[src/rtl/csa_accum_pkg.sv]
// -----------------------------------------------------------------------------
// csa_accum_pkg
// Shared types and helpers for the sequential carry-save accumulator.
//   state_e       : controller states (ACCUM, RESOLVE, DONE)
//   csa_vec_t     : widest vector the helpers handle (results masked to width)
//   csa_pair_t    : {sum, weight-aligned carry} pair produced by csa3()
//   csa3()        : one 3:2 compression of three vectors, carry already shifted
//   csa_width_ok(): elaboration check that the result register cannot wrap
// -----------------------------------------------------------------------------
package csa_accum_pkg;

    typedef enum logic [1:0] {
        ACCUM   = 2'd0,
        RESOLVE = 2'd1,
        DONE    = 2'd2
    } state_e;

    localparam int unsigned CSA_MAX_W = 64;

    typedef logic [CSA_MAX_W-1:0] csa_vec_t;

    typedef struct packed {
        csa_vec_t sum;
        csa_vec_t carry;
    } csa_pair_t;

    // 3:2 compression; the carry is returned shifted to its true weight and
    // truncated to 'width' bits, matching what the hardware row produces.
    function automatic csa_pair_t csa3(input csa_vec_t a, input csa_vec_t b,
                                       input csa_vec_t c, input int unsigned width);
        csa_pair_t r;
        csa_vec_t  mask;
        mask    = (width >= CSA_MAX_W) ? '1 : ((csa_vec_t'(1) << width) - csa_vec_t'(1));
        r.sum   = (a ^ b ^ c) & mask;
        r.carry = (((a & b) | (a & c) | (b & c)) << 1) & mask;
        return r;
    endfunction

    // True when n_ops worst-case operands of w bits fit in ow bits.
    function automatic bit csa_width_ok(input int unsigned w, input int unsigned n_ops,
                                        input int unsigned ow);
        longint unsigned max_op;
        longint unsigned max_sum;
        if (n_ops < 1 || w >= 63) return 1'b0;
        if (ow >= 63) return 1'b1;
        max_op  = (64'd1 << w) - 64'd1;
        max_sum = longint'(n_ops) * max_op;
        return max_sum < (64'd1 << ow);
    endfunction

endpackage

[src/rtl/csa_accum_seq_row.sv]
// -----------------------------------------------------------------------------
// csa_row
// One row of W single-bit carry-save cells. Three W-bit vectors in, a W-bit
// sum and a W-bit carry out; the carry is already shifted one place left to
// its real weight and the bit shifted out of the top is dropped (modulo 2^W).
//   a_i, b_i, c_i : addends
//   sum_o         : bitwise sum
//   carry_o       : weight-aligned carry
// -----------------------------------------------------------------------------
module csa_row #(
    parameter int unsigned W = 12
) (
    input  logic [W-1:0] a_i,
    input  logic [W-1:0] b_i,
    input  logic [W-1:0] c_i,
    output logic [W-1:0] sum_o,
    output logic [W-1:0] carry_o
);

    logic [W-1:0] maj;

    for (genvar i = 0; i < W; i++) begin : g_cell
        assign sum_o[i] = a_i[i] ^ b_i[i] ^ c_i[i];
        assign maj[i]   = (a_i[i] & b_i[i]) | (a_i[i] & c_i[i]) | (b_i[i] & c_i[i]);
    end

    assign carry_o = maj << 1;

endmodule

[src/rtl/csa_accum_seq.sv]
// -----------------------------------------------------------------------------
// csa_accum_seq
// Time-multiplexed multi-operand adder. Each accepted operand is folded into a
// carry-save pair (S, C) with one 3:2 compression. After N_OPS operands the
// pair is resolved by repeated S^C / (S&C)<<1 passes until C is zero, and the
// binary total is offered on a valid/ready output.
//   clk, rst_n          : clock, asynchronous active-low reset
//   clear               : synchronous abort, highest priority
//   in_valid/in_ready   : operand handshake, in_data is an unsigned operand
//   out_valid/out_ready : result handshake, out_sum is the frame total (S)
//   busy                : a frame is in progress
// -----------------------------------------------------------------------------
module csa_accum_seq
    import csa_accum_pkg::*;
#(
    parameter int unsigned WIDTH     = 8,
    parameter int unsigned N_OPS     = 10,
    parameter int unsigned OUT_WIDTH = 12
) (
    input  logic                 clk,
    input  logic                 rst_n,
    input  logic                 clear,
    input  logic                 in_valid,
    output logic                 in_ready,
    input  logic [WIDTH-1:0]     in_data,
    output logic                 out_valid,
    input  logic                 out_ready,
    output logic [OUT_WIDTH-1:0] out_sum,
    output logic                 busy
);

    localparam bit          WIDTH_OK = csa_width_ok(WIDTH, N_OPS, OUT_WIDTH);
    localparam int unsigned CNT_W    = $clog2(N_OPS + 1);
    localparam logic [CNT_W-1:0] LAST_CNT = CNT_W'(N_OPS - 1);

    if (!WIDTH_OK) begin : g_width_check
        $error("csa_accum_seq: OUT_WIDTH too narrow for N_OPS*(2^WIDTH-1), or N_OPS < 1");
    end

    state_e               state_q, state_d;
    logic [OUT_WIDTH-1:0] s_q, s_d;
    logic [OUT_WIDTH-1:0] c_q, c_d;
    logic [CNT_W-1:0]     cnt_q, cnt_d;

    logic [OUT_WIDTH-1:0] row_x;
    logic [OUT_WIDTH-1:0] row_sum;
    logic [OUT_WIDTH-1:0] row_carry;

    // The same row serves both phases: in RESOLVE the third input is zero,
    // which turns the 3:2 compression into the half-adder pass S^C, (S&C)<<1.
    assign row_x = (state_q == ACCUM) ? OUT_WIDTH'(in_data) : '0;

    csa_row #(
        .W(OUT_WIDTH)
    ) u_row (
        .a_i    (s_q),
        .b_i    (c_q),
        .c_i    (row_x),
        .sum_o  (row_sum),
        .carry_o(row_carry)
    );

    always_comb begin
        state_d = state_q;
        s_d     = s_q;
        c_d     = c_q;
        cnt_d   = cnt_q;
        if (clear) begin
            state_d = ACCUM;
            s_d     = '0;
            c_d     = '0;
            cnt_d   = '0;
        end else begin
            unique case (state_q)
                ACCUM: begin
                    if (in_valid) begin
                        s_d = row_sum;
                        c_d = row_carry;
                        if (cnt_q == LAST_CNT) begin
                            cnt_d   = '0;
                            state_d = RESOLVE;
                        end else begin
                            cnt_d = cnt_q + CNT_W'(1);
                        end
                    end
                end
                RESOLVE: begin
                    if (c_q == '0) begin
                        state_d = DONE;
                    end else begin
                        s_d = row_sum;
                        c_d = row_carry;
                    end
                end
                DONE: begin
                    if (out_ready) begin
                        s_d     = '0;
                        c_d     = '0;
                        state_d = ACCUM;
                    end
                end
                default: begin
                    state_d = ACCUM;
                    s_d     = '0;
                    c_d     = '0;
                    cnt_d   = '0;
                end
            endcase
        end
    end

    always_ff @(posedge clk or negedge rst_n) begin
        if (!rst_n) begin
            state_q <= ACCUM;
            s_q     <= '0;
            c_q     <= '0;
            cnt_q   <= '0;
        end else begin
            state_q <= state_d;
            s_q     <= s_d;
            c_q     <= c_d;
            cnt_q   <= cnt_d;
        end
    end

    // All outputs decode registered state only.
    assign in_ready  = (state_q == ACCUM);
    assign out_valid = (state_q == DONE);
    assign out_sum   = s_q;
    assign busy      = (state_q != ACCUM) || (cnt_q != '0);

endmodule

[config.mk]
export PLATFORM = sky130hd
export DESIGN_NAME = csa_accum_seq
export DESIGN_NICKNAME = d
export VERILOG_FILES = /design/src/rtl/csa_accum_pkg.sv /design/src/rtl/csa_accum_seq_row.sv /design/src/rtl/csa_accum_seq.sv
export SDC_FILE = /design/constraint.sdc
export NUM_CORES = 1
export LEC_CHECK = 0
export ABC_AREA = 1
export BUFFER_PORTS_ARGS = -buffer_cell sky130_fd_sc_hd__buf_4
export CORE_MARGIN = 4
export CORE_UTILIZATION = 40
export CTS_CLUSTER_DIAMETER = 60
export DETAILED_ROUTE_END_ITERATION = 8
export PLACE_DENSITY = 0.65
export REMOVE_ABC_BUFFERS = 1
export SYNTH_ARGS = -nofsm -noshare
export SYNTH_HDL_FRONTEND = slang
export SYNTH_SLANG_ARGS = --single-unit
[constraint.sdc]
create_clock -name clk -period 1.9 [get_ports clk]
set_clock_uncertainty 0.1 [all_clocks]
set_input_delay 0.285 -clock clk [delete_from_list [all_inputs] [get_ports clk]]
set_output_delay 0.285 -clock clk [all_outputs]
set_load 0.05 [all_outputs]
==> impl_metrics.ini, run 1 <==
[run_status]
outcome = completed

[floorplanning]
die_y_um = 75.9
core_area_mm2 = 0.00441
dieArea_mm2 = 0.00576
initial_core_util_pct = 41.8
fp-row-count = 24
fp.dieW_um = 75.9
io_pins = 28

[flow_run]
maxCapViolations = 0

[layout]
final_cells = 330
final_cell_mix = 74 x nand2_1, 36 x inv_1, 34 x nor2_1
syn_to_final_growth_pct = 21.6
final_common_cell = nand2_1
final_util_pct = 50.8
num_antenna_cells = 0
nets = 308
ff_latch_area_um2 = 726
n_fill_cell = 435
multiInputGateArea_um2 = 932
layout-drive-gt1-share_pct = 18.0

[sta]
fin_crit_ps = 1850
fin_crit_sh_pct = 97.3
clock.fmax_mhz = 541
slew_headroom_pct = 64.3
hold_ws_ps = 227
setup_tns_ps = 0
finalHoldViolCount = 0
worstMarginPinSlew_ps = 534
setup_viol = 0
slew_viol_final = 0
rsz0062_at_grt = yes

[critical_path]
worstPathMaxFanout = 11
setup.worst_path.class = register to register
cp.arrival_ps = 1930
critical_path_required_ps = 1980
slowest_delay_ps = 490
reg2reg_to = out_sum[1]$_DFFE_PN0P_
crit_path_end_kind = register
worstPathCellList = inv_1 > ha_2 > buf_6 > nand2_1 > fa_1 > nor2_1 > nand3_1 > nand2_1
cp_common_cell = nand2_1
r2r-start = state_q[0]$_DFFE_PN0P_
rrSetupSlack_ps = 50
cp-start-kind = register
crit_slowest_cell = fa_1
reg2reg_depth = 8

[synthesis]
avgSynthCellArea_um2 = 7.53
syn_inst = 245
syn_area_mm2 = 0.00184
ys_types = 21
seq_area_frac_synth_pct = 39.3
synth.ff_latch_count = 29
synth_warnings = 0

[min_path]
worstHoldPathCells = 4
hp-class = primary input to register
holdPathEnd = state_q[1]$_DFFE_PN0P_
worstHoldStart = clear

[placed_design]
dp.final_hpwl_um = 2610
gp_congestion = 0.770
port_buffers = 27
dp_cells = 320

[detailed_routing]
antenna_left = 0
first_pass_iters = 4
vias = 1535
drt-total-wl_um = 3790
drc = 0
wire_per_inst_um = 11.5
first_iter_violations = 65
avgViaCountPerCell = 4.65

[clock_tree]
cts.path.max_buffers = 2
cts_buffers = 5
clk_pin_slew_ps = 70
cts_root_buffer = clkbuf_8
cts.sinks = 29
htreeDepth = 2
cts_tree = yes
worstSkewPairLatency_ps = 290

[power]
internal_power_w = 0.00162
swShare_pct = 47.5
p_sw_w = 0.00146
finalPower_w = 0.00308
leakage_nw = 1.20
pwr_density_cell_mw_per_mm2 = 1370
p_seq_share_pct = 27.0
ir_worst_vdd_mv = 0.537
combPwrFrac_pct = 54.6
clkPwrFrac_pct = 18.3

[global_route]
grt_pass1_wl_um = 6680
antenna_found_initial = 0
overflow = 0
gr-usage-all-layers_pct = 14.2
grt_pass1_vias = 1450
grt_max_degree = 30
kinds of logic after synthesis:
logic type / after synthesis / share of synthesized area, %
AO/OA/AOI/OAI: 5 / 1.36
XOR/XNOR: 1 / 0.475
adder cells (fa/ha/maj): 18 / 15.1
buffers and inverters: 48 / 11.1
flip-flops: 29 / 39.3
AND/OR/NAND/NOR: 144 / 32.6
metal layers:
layer	track usage (%)	vias up	part of all wire [%]
met2	21.8	24	47
met1	18.3	700	47
met5	0	-	0
met4	5.34	0	1.6
li1	-	806	-
met3	4.86	5	4.2
how the worst max path moves through the flow:
stage | startpoint | to | slack [ps]
floorplan | state_q[0]$_DFFE_PN0P_ | out_sum[1]$_DFFE_PN0P_ | -250
global placement | state_q[0]$_DFFE_PN0P_ | out_sum[7]$_DFFE_PN0P_ | -10
detailed placement | state_q[0]$_DFFE_PN0P_ | out_sum[2]$_DFFE_PN0P_ | -60
CTS | state_q[0]$_DFFE_PN0P_ | out_sum[4]$_DFFE_PN0P_ | 20
global route | state_q[0]$_DFFE_PN0P_ | out_sum[4]$_DFFE_PN0P_ | -40
finish | state_q[0]$_DFFE_PN0P_ | out_sum[1]$_DFFE_PN0P_ | 50
state kept, by name (all words and copies together) (netlist names):
name	cells
cnt_q	4
c_q	11
out_sum	12
state_q	2
power groups by stage:
stage / Clock (W) / Sequential [W] / Combinational (W)
finish: 0.000566 / 0.000833 / 0.00168
global route: 0.000609 / 0.000854 / 0.00189
CTS: 0.000588 / 0.000833 / 0.00164
detailed placement: 0 / 0.000844 / 0.00162
global placement: 0 / 0.000841 / 0.00162
floorplan: 0 / 0.00101 / 0.000965
critical path, delay by kind of cell, from the launching register on:
kind,cells,cell delay [ps]
adders and majority gates,2,690
DFF,1,410
and+or+nand+nor,4,300
buffers and inverters,2,260
metrics by stage:
| step | area, µm² | setup slack [ps] |
|---|---|---|
| 2_1_floorplan | 1780 | -246 |
| 3_3_place_gp | 2090 | -13.4 |
| 3_5_place_dp | 2090 | -58.8 |
| 4_1_cts | 2210 | 20.5 |
| 5_1_grt | 2240 | -42.3 |
| 6_report | 2240 | 51.5 |
synth_stat cells:
| cell type | count | share of area (%) |
|---|---|---|
| a21oi_1 | 2 | 0.54 |
| and2_1 | 1 | 0.34 |
| buf_2 | 8 | 2.2 |
| buf_6 | 2 | 1.2 |
| dfrtp_1 | 29 | 39 |
| fa_1 | 7 | 7.6 |
| ha_1 | 11 | 7.5 |
| inv_1 | 37 | 7.5 |
| inv_2 | 1 | 0.20 |
| nand2_1 | 74 | 15 |
| nand2_4 | 1 | 0.61 |
| nand3_1 | 27 | 7.3 |
| nand3_2 | 1 | 0.54 |
| nand4_1 | 1 | 0.34 |
| nor2_1 | 35 | 7.1 |
| nor2_2 | 2 | 0.68 |
| nor3_1 | 1 | 0.27 |
| o21ai_0 | 1 | 0.27 |
| o21ai_1 | 2 | 0.54 |
| or2_1 | 1 | 0.34 |
| xnor2_1 | 1 | 0.47 |
layout make-up:
| type | instances | share of cell area (%) |
|---|---|---|
| multi-input combinational | 168 | 41.6 |
| sequential | 29 | 32.4 |
| timing repair buffer | 35 | 12.2 |
| inverter | 38 | 6.47 |
| clock buffer | 7 | 4.30 |
| tap | 52 | 2.90 |
| clock inverter | 1 | 0.223 |
what timing repair did:
action,CTS,global route
endpoints found under the hold margin,29,0
setup buffers,0,1
hold buffers,1,0
setup endpoints to repair,23,24
resized for setup,1,7
Power figures use the tool's default switching activity.
==> run 2: changes to the inputs <==
--- a/config.mk
+++ b/config.mk
@@ -10,6 +10,7 @@
 export CORE_MARGIN = 4
-export CORE_UTILIZATION = 40
+export CORE_UTILIZATION = 56
 export CTS_CLUSTER_DIAMETER = 60
 export DETAILED_ROUTE_END_ITERATION = 8
-export PLACE_DENSITY = 0.65
+export GPL_TIMING_DRIVEN = 0
+export PLACE_DENSITY = 0.85
 export REMOVE_ABC_BUFFERS = 1
==> constraint.sdc (replaced) <==
create_clock -name clk -period 1.9 [get_ports clk]
set_clock_uncertainty 0.1 [all_clocks]
set_input_delay 0.38 -clock clk [delete_from_list [all_inputs] [get_ports clk]]
set_output_delay 0.38 -clock clk [all_outputs]
set_load 0.05 [all_outputs]
==> run 2 against run 1 <==
  * Design area down 0.73%
  * Critical path type is now register to output port
  * Highest routed layer unchanged
  * Register-to-register slack gained 20 ps
  * Clock power shrank 37%
  * Core utilization increased by 21 points
  * Total power decreased by 1.1%
  * First-iteration DRC count increased by 65%
  * Die area down 26%
  * Maximum frequency grew 0.22%
  * Cell count decreased by 2.7%
==> impl_metrics.ini, run 2 (synthesis gave the netlist of run 1 again) <==
[run_status]
outcome = completed

[layout]
n_fill_cell = 278
layout-drive-gt1-share_pct = 18.4
nets = 307
syn_to_final_growth_pct = 20.7
num_antenna_cells = 0
multiInputGateArea_um2 = 986
final_cell_mix = 71 x nand2_1, 35 x inv_1, 33 x nor2_1
final_cells = 321
final_common_cell = nand2_1
largest_reg_flops = 12
ff_latch_area_um2 = 726

[sta]
setup_tns_ps = 0
fin_crit_sh_pct = 97.1
worst_slack_ps = 55.6
slew_viol_final = 0
worstMarginPinSlew_ps = 508
clock.fmax_mhz = 542
fin_crit_ps = 1840
finalHoldViolCount = 0
setup_viol = 0
slew_headroom_pct = 66.1
rsz0062_at_grt = yes

[clock_tree]
cts_tree = yes
worstSkewPairLatency_ps = 320
cts_buffers = 5
cts_root_buffer = clkbuf_4
cts.sinks = 29
clk_pin_slew_ps = 90
htreeDepth = 2
cts.path.max_buffers = 2

[global_route]
overflow = 0
gr-usage-all-layers_pct = 20.7
grt_pass1_vias = 1530
grt_pass1_wl_um = 6870
grt_max_degree = 30
antenna_found_initial = 0

[placed_design]
port_buffers = 27
dp.final_hpwl_um = 2480
dp_slack_ps = -453
gp_congestion = 0.811
dp_cells = 306

[detailed_routing]
drt-total-wl_um = 3880
drc = 0
vias = 1599
first_iter_violations = 107
wire_per_inst_um = 12.1
antenna_left = 0
first_pass_iters = 6
avgViaCountPerCell = 4.98

[critical_path]
slowest_delay_ps = 430
reg2reg_depth = 8
rrSetupSlack_ps = 70
worstPathCellList = inv_2 > ha_4 > nand4_1 > buf_6
reg2reg_to = out_sum[6]$_DFFE_PN0P_
cp-start-kind = register
setup.worst_path.class = register to output port
crit_buf_inv = 2
crit_slowest_cell = dfrtp_1
crit_path_end_kind = output port
worstPathMaxFanout = 8
critical_path_required_ps = 1420
r2r-start = state_q[0]$_DFFE_PN0P_
crit_family = flip-flops
cp.arrival_ps = 1360

[floorplanning]
fp.dieW_um = 65.4
initial_core_util_pct = 59.4
fp-row-count = 20
dieArea_mm2 = 0.00428
io_pins = 28
core_area_mm2 = 0.00310
die_y_um = 65.4

[min_path]
holdPathEnd = state_q[1]$_DFFE_PN0P_
hp-class = primary input to register
worstHoldStart = clear
worstHoldPathCells = 4

[flow_run]
maxCapViolations = 0

[power]
pwr_density_cell_mw_per_mm2 = 1370
leakage_nw = 1.17
ir_worst_vdd_mv = 1.01
## run 2: cell types whose count changed in the layout (fill, tap and decap cells not counted), sizes merged
cell	delta
clkinv	-1
buf	-3
nor2	+1
nand3	+1
clkbuf	+1
## run 2: final cells by class
class	count	share of cell area (%)
inverters	38	6.63
well taps	44	2.47
flip-flops and latches	29	32.6
multi-input cells	170	44.3
clock buffers	8	2.19
repair buffers	32	11.8
## run 2: timing repair
action | 4_1_cts | 5_1_grt
setup buffers | 1 | 3
hold buffers | 1 | 0
setup endpoints to repair | 27 | 24
cloned | 1 | 1
pin swaps | 2 | 8
resized for setup | 8 | 11
hold endpoints to repair | 29 | 0
## run 2: where the power goes
part           total (W)  internal (W)  switching, W
clock           0.000355      0.000147      0.000208
sequential      0.000835      0.000737     0.0000981
combinational    0.00186      0.000638       0.00122
total            0.00305       0.00152       0.00153
## run 2: metrics by stage
stage	power [W]	hold slack, ps	utilization, %	area [µm²]
after detailed placement	0.00240	225	65.7	2040
after CTS	0.00293	280	69.8	2160
after global placement	0.00235	224	65.7	2040
after global routing	0.00332	335	71.7	2230
final	0.00305	311	71.7	2230
after floorplan	0.00197	-15.6	-	1780
## run 2: metal layers
layer / vias up / global-route usage [%] / wire length, µm
met5: - / 0 / 0
met4: 0 / 6.22 / 40
met3: 5 / 3.76 / 212
met2: 46 / 36.7 / 1970
met1: 745 / 25.5 / 1660
li1: 803 / - / -
## run 2: worst max-delay path by stage
| stage | to | depth (start not counted) | slack (ps) | start |
|---|---|---|---|---|
| 2_1_floorplan | busy | 3 | -310 | state_q[0]$_DFFE_PN0P_ |
| 3_3_place_gp | c_q[7]$_DFFE_PN0P_ | 8 | -330 | state_q[0]$_DFFE_PN0P_ |
| 3_5_place_dp | c_q[11]$_DFFE_PN0P_ | 8 | -450 | state_q[0]$_DFFE_PN0P_ |
| 4_1_cts | busy | 4 | 10 | state_q[0]$_DFFE_PN0P_ |
| 5_1_grt | busy | 4 | -30 | state_q[0]$_DFFE_PN0P_ |
| 6_report | busy | 4 | 60 | state_q[0]$_DFFE_PN0P_ |
## run 2: tightest hold or removal path: stages
cell	delay [ps]
buf_4	130
nor2_1	60
nand3_1	70
nand2_1	60
==> run 3: changes to the inputs <==
- SETUP_SLACK_MARGIN: default -> 0.1
- SLEW_MARGIN: default -> 20
==> run 3 against run 2 <==
  * Global-route usage rose by 0.22 points
  * Sequential cell count is the same
  * Maximum frequency is 0.38% lower
  * Largest power group unchanged
  * Critical path depth is the same
  * Die area unchanged
==> impl_metrics.ini, run 3 (synthesis gave the netlist of run 1 again) <==
[global_route]
gr-usage-all-layers_pct = 20.9
antenna_found_initial = 0
grt_pass1_vias = 1536
grt_pass1_wl_um = 6930
grt_max_degree = 30
overflow = 0

[power]
pwr_density_cell_mw_per_mm2 = 1390
ir_worst_vdd_mv = 1.03
finalPower_w = 0.00325
leakage_nw = 1.21

[sta]
slew_viol_final = 0
slew_headroom_pct = 74.6
finalHoldViolCount = 0
fin_crit_sh_pct = 97.4
fin_crit_ps = 1850
clock.fmax_mhz = 540
setup_viol = 0
rsz0062_at_grt = yes
worstMarginPinSlew_ps = 381

[critical_path]
path_depth = 4
reg2reg_depth = 8
critPathLaunch = state_q[1]$_DFFE_PN0P_
crit_slowest_cell = dfrtp_1
setup.worst_path.class = register to output port
crit_path_end = busy
slowest_delay_ps = 420
cp.arrival_ps = 1370
worstPathCellList = inv_2 > ha_4 > nand4_1 > buf_6
r2r-start = state_q[1]$_DFFE_PN0P_
critical_path_required_ps = 1420
worstPathMaxFanout = 8
cp-start-kind = register
reg2reg_to = out_sum[7]$_DFFE_PN0P_
rrSetupSlack_ps = 70
crit_family = flip-flops
crit_path_end_kind = output port
crit_buf_inv = 2

[detailed_routing]
wire_per_inst_um = 13.2
first_iter_violations = 113
avgViaCountPerCell = 5.12
first_pass_iters = 4
drt-total-wl_um = 4330
drc = 0
vias = 1679
antenna_left = 0

[layout]
final_cell_mix = 68 x nand2_1, 35 x inv_1, 32 x buf_4
syn_to_final_growth_pct = 26.7
num_antenna_cells = 0
final_util_pct = 75.3
largest_reg_flops = 12
final_common_cell = nand2_1
nets = 314
layout-drive-gt1-share_pct = 23.6

[min_path]
worstHoldPathCells = 4
hp-class = primary input to register

[floorplanning]
fp.dieW_um = 65.4
fp-row-count = 20
io_pins = 28
initial_core_util_pct = 59.4
core_area_mm2 = 0.00310
die_y_um = 65.4
dieArea_mm2 = 0.00428

[placed_design]
dp.final_hpwl_um = 2480
port_buffers = 27
gp_congestion = 0.811

[run_status]
outcome = completed

[clock_tree]
cts_tree = yes
worstSkewPairLatency_ps = 340
cts.sinks = 29
cts_buffers = 5
cts_root_buffer = clkbuf_4
clk_pin_slew_ps = 90
htreeDepth = 2
cts.path.max_buffers = 2

[flow_run]
maxCapViolations = 0
-- run 3: per-stage QoR --
| step | instance area (µm²) | TNS (ps) | std cells | setup WS, ps | hold WS [ps] |
|---|---|---|---|---|---|
| floorplan | 1780 | -3870 | 235 | -306 | -15.6 |
| global placement | 2040 | -7210 | 306 | -329 | 224 |
| global route | 2340 | -36.5 | 328 | -24.1 | 345 |
| detailed placement | 2040 | -8460 | 306 | -453 | 225 |
| CTS | 2200 | 0 | 318 | 23.9 | 280 |
| finish | 2340 | 0 | 328 | 48.6 | 308 |
-- run 3: worst min-delay path by stage --
stage / start / end / slack (ps)
6_report: clear / state_q[1]$_DFFE_PN0P_ / 310
5_1_grt: clear / state_q[1]$_DFFE_PN0P_ / 350
4_1_cts: clear / state_q[1]$_DFFE_PN0P_ / 280
3_5_place_dp: rst_n / out_sum[5]$_DFFE_PN0P_ / 230
3_3_place_gp: rst_n / out_sum[5]$_DFFE_PN0P_ / 220
2_1_floorplan: rst_n / c_q[10]$_DFFE_PN0P_ / -20
-- run 3: worst register-to-register path: stages, from the launching register on --
cell     delay, ps
dfrtp_1        420
inv_2          100
ha_4           220
buf_12         150
nand2_4         50
fa_2           510
nor2_1          40
nand3_1         90
nand2_1         50
-- run 3: report_power, final --
part | total, W | internal, W | leakage, nW | switching (W)
sequential | 0.000836 | 0.000737 | 0.396 | 0.0000994
clock | 0.000367 | 0.000147 | 0.0265 | 0.000220
combinational | 0.00205 | 0.000718 | 0.787 | 0.00133
total | 0.00325 | 0.00160 | 1.21 | 0.00165
-- run 3: metal layers --
metal | global-route usage, % | vias up | wire length (µm)
met1 | 25.9 | 790 | 1820
met4 | 6.22 | 0 | 89
li1 | - | 824 | -
met5 | 0 | - | 0
met3 | 3.76 | 10 | 231
met2 | 36.9 | 55 | 2190
-- run 3: area by class of cell --
class                           count  area [µm²]
Fill cell                         245         767
Timing Repair Buffer               36         297
Sequential cell                    29         726
Inverter                           38         148
Tap cell                           44        55.1
Multi-Input combinational cell    172        1060
Clock buffer                        8        48.8
Timing Repair inverter              1        5.00
-- run 3: repair_timing --
action / CTS / global route
hold buffers: 1 / 0
setup endpoints to repair: 31 / 27
gates cloned: 1 / 4
endpoints found under the hold margin: 29 / 0
pin swaps: 14 / 10
buffers inserted: 2 / 6
gates resized for setup: 17 / 17
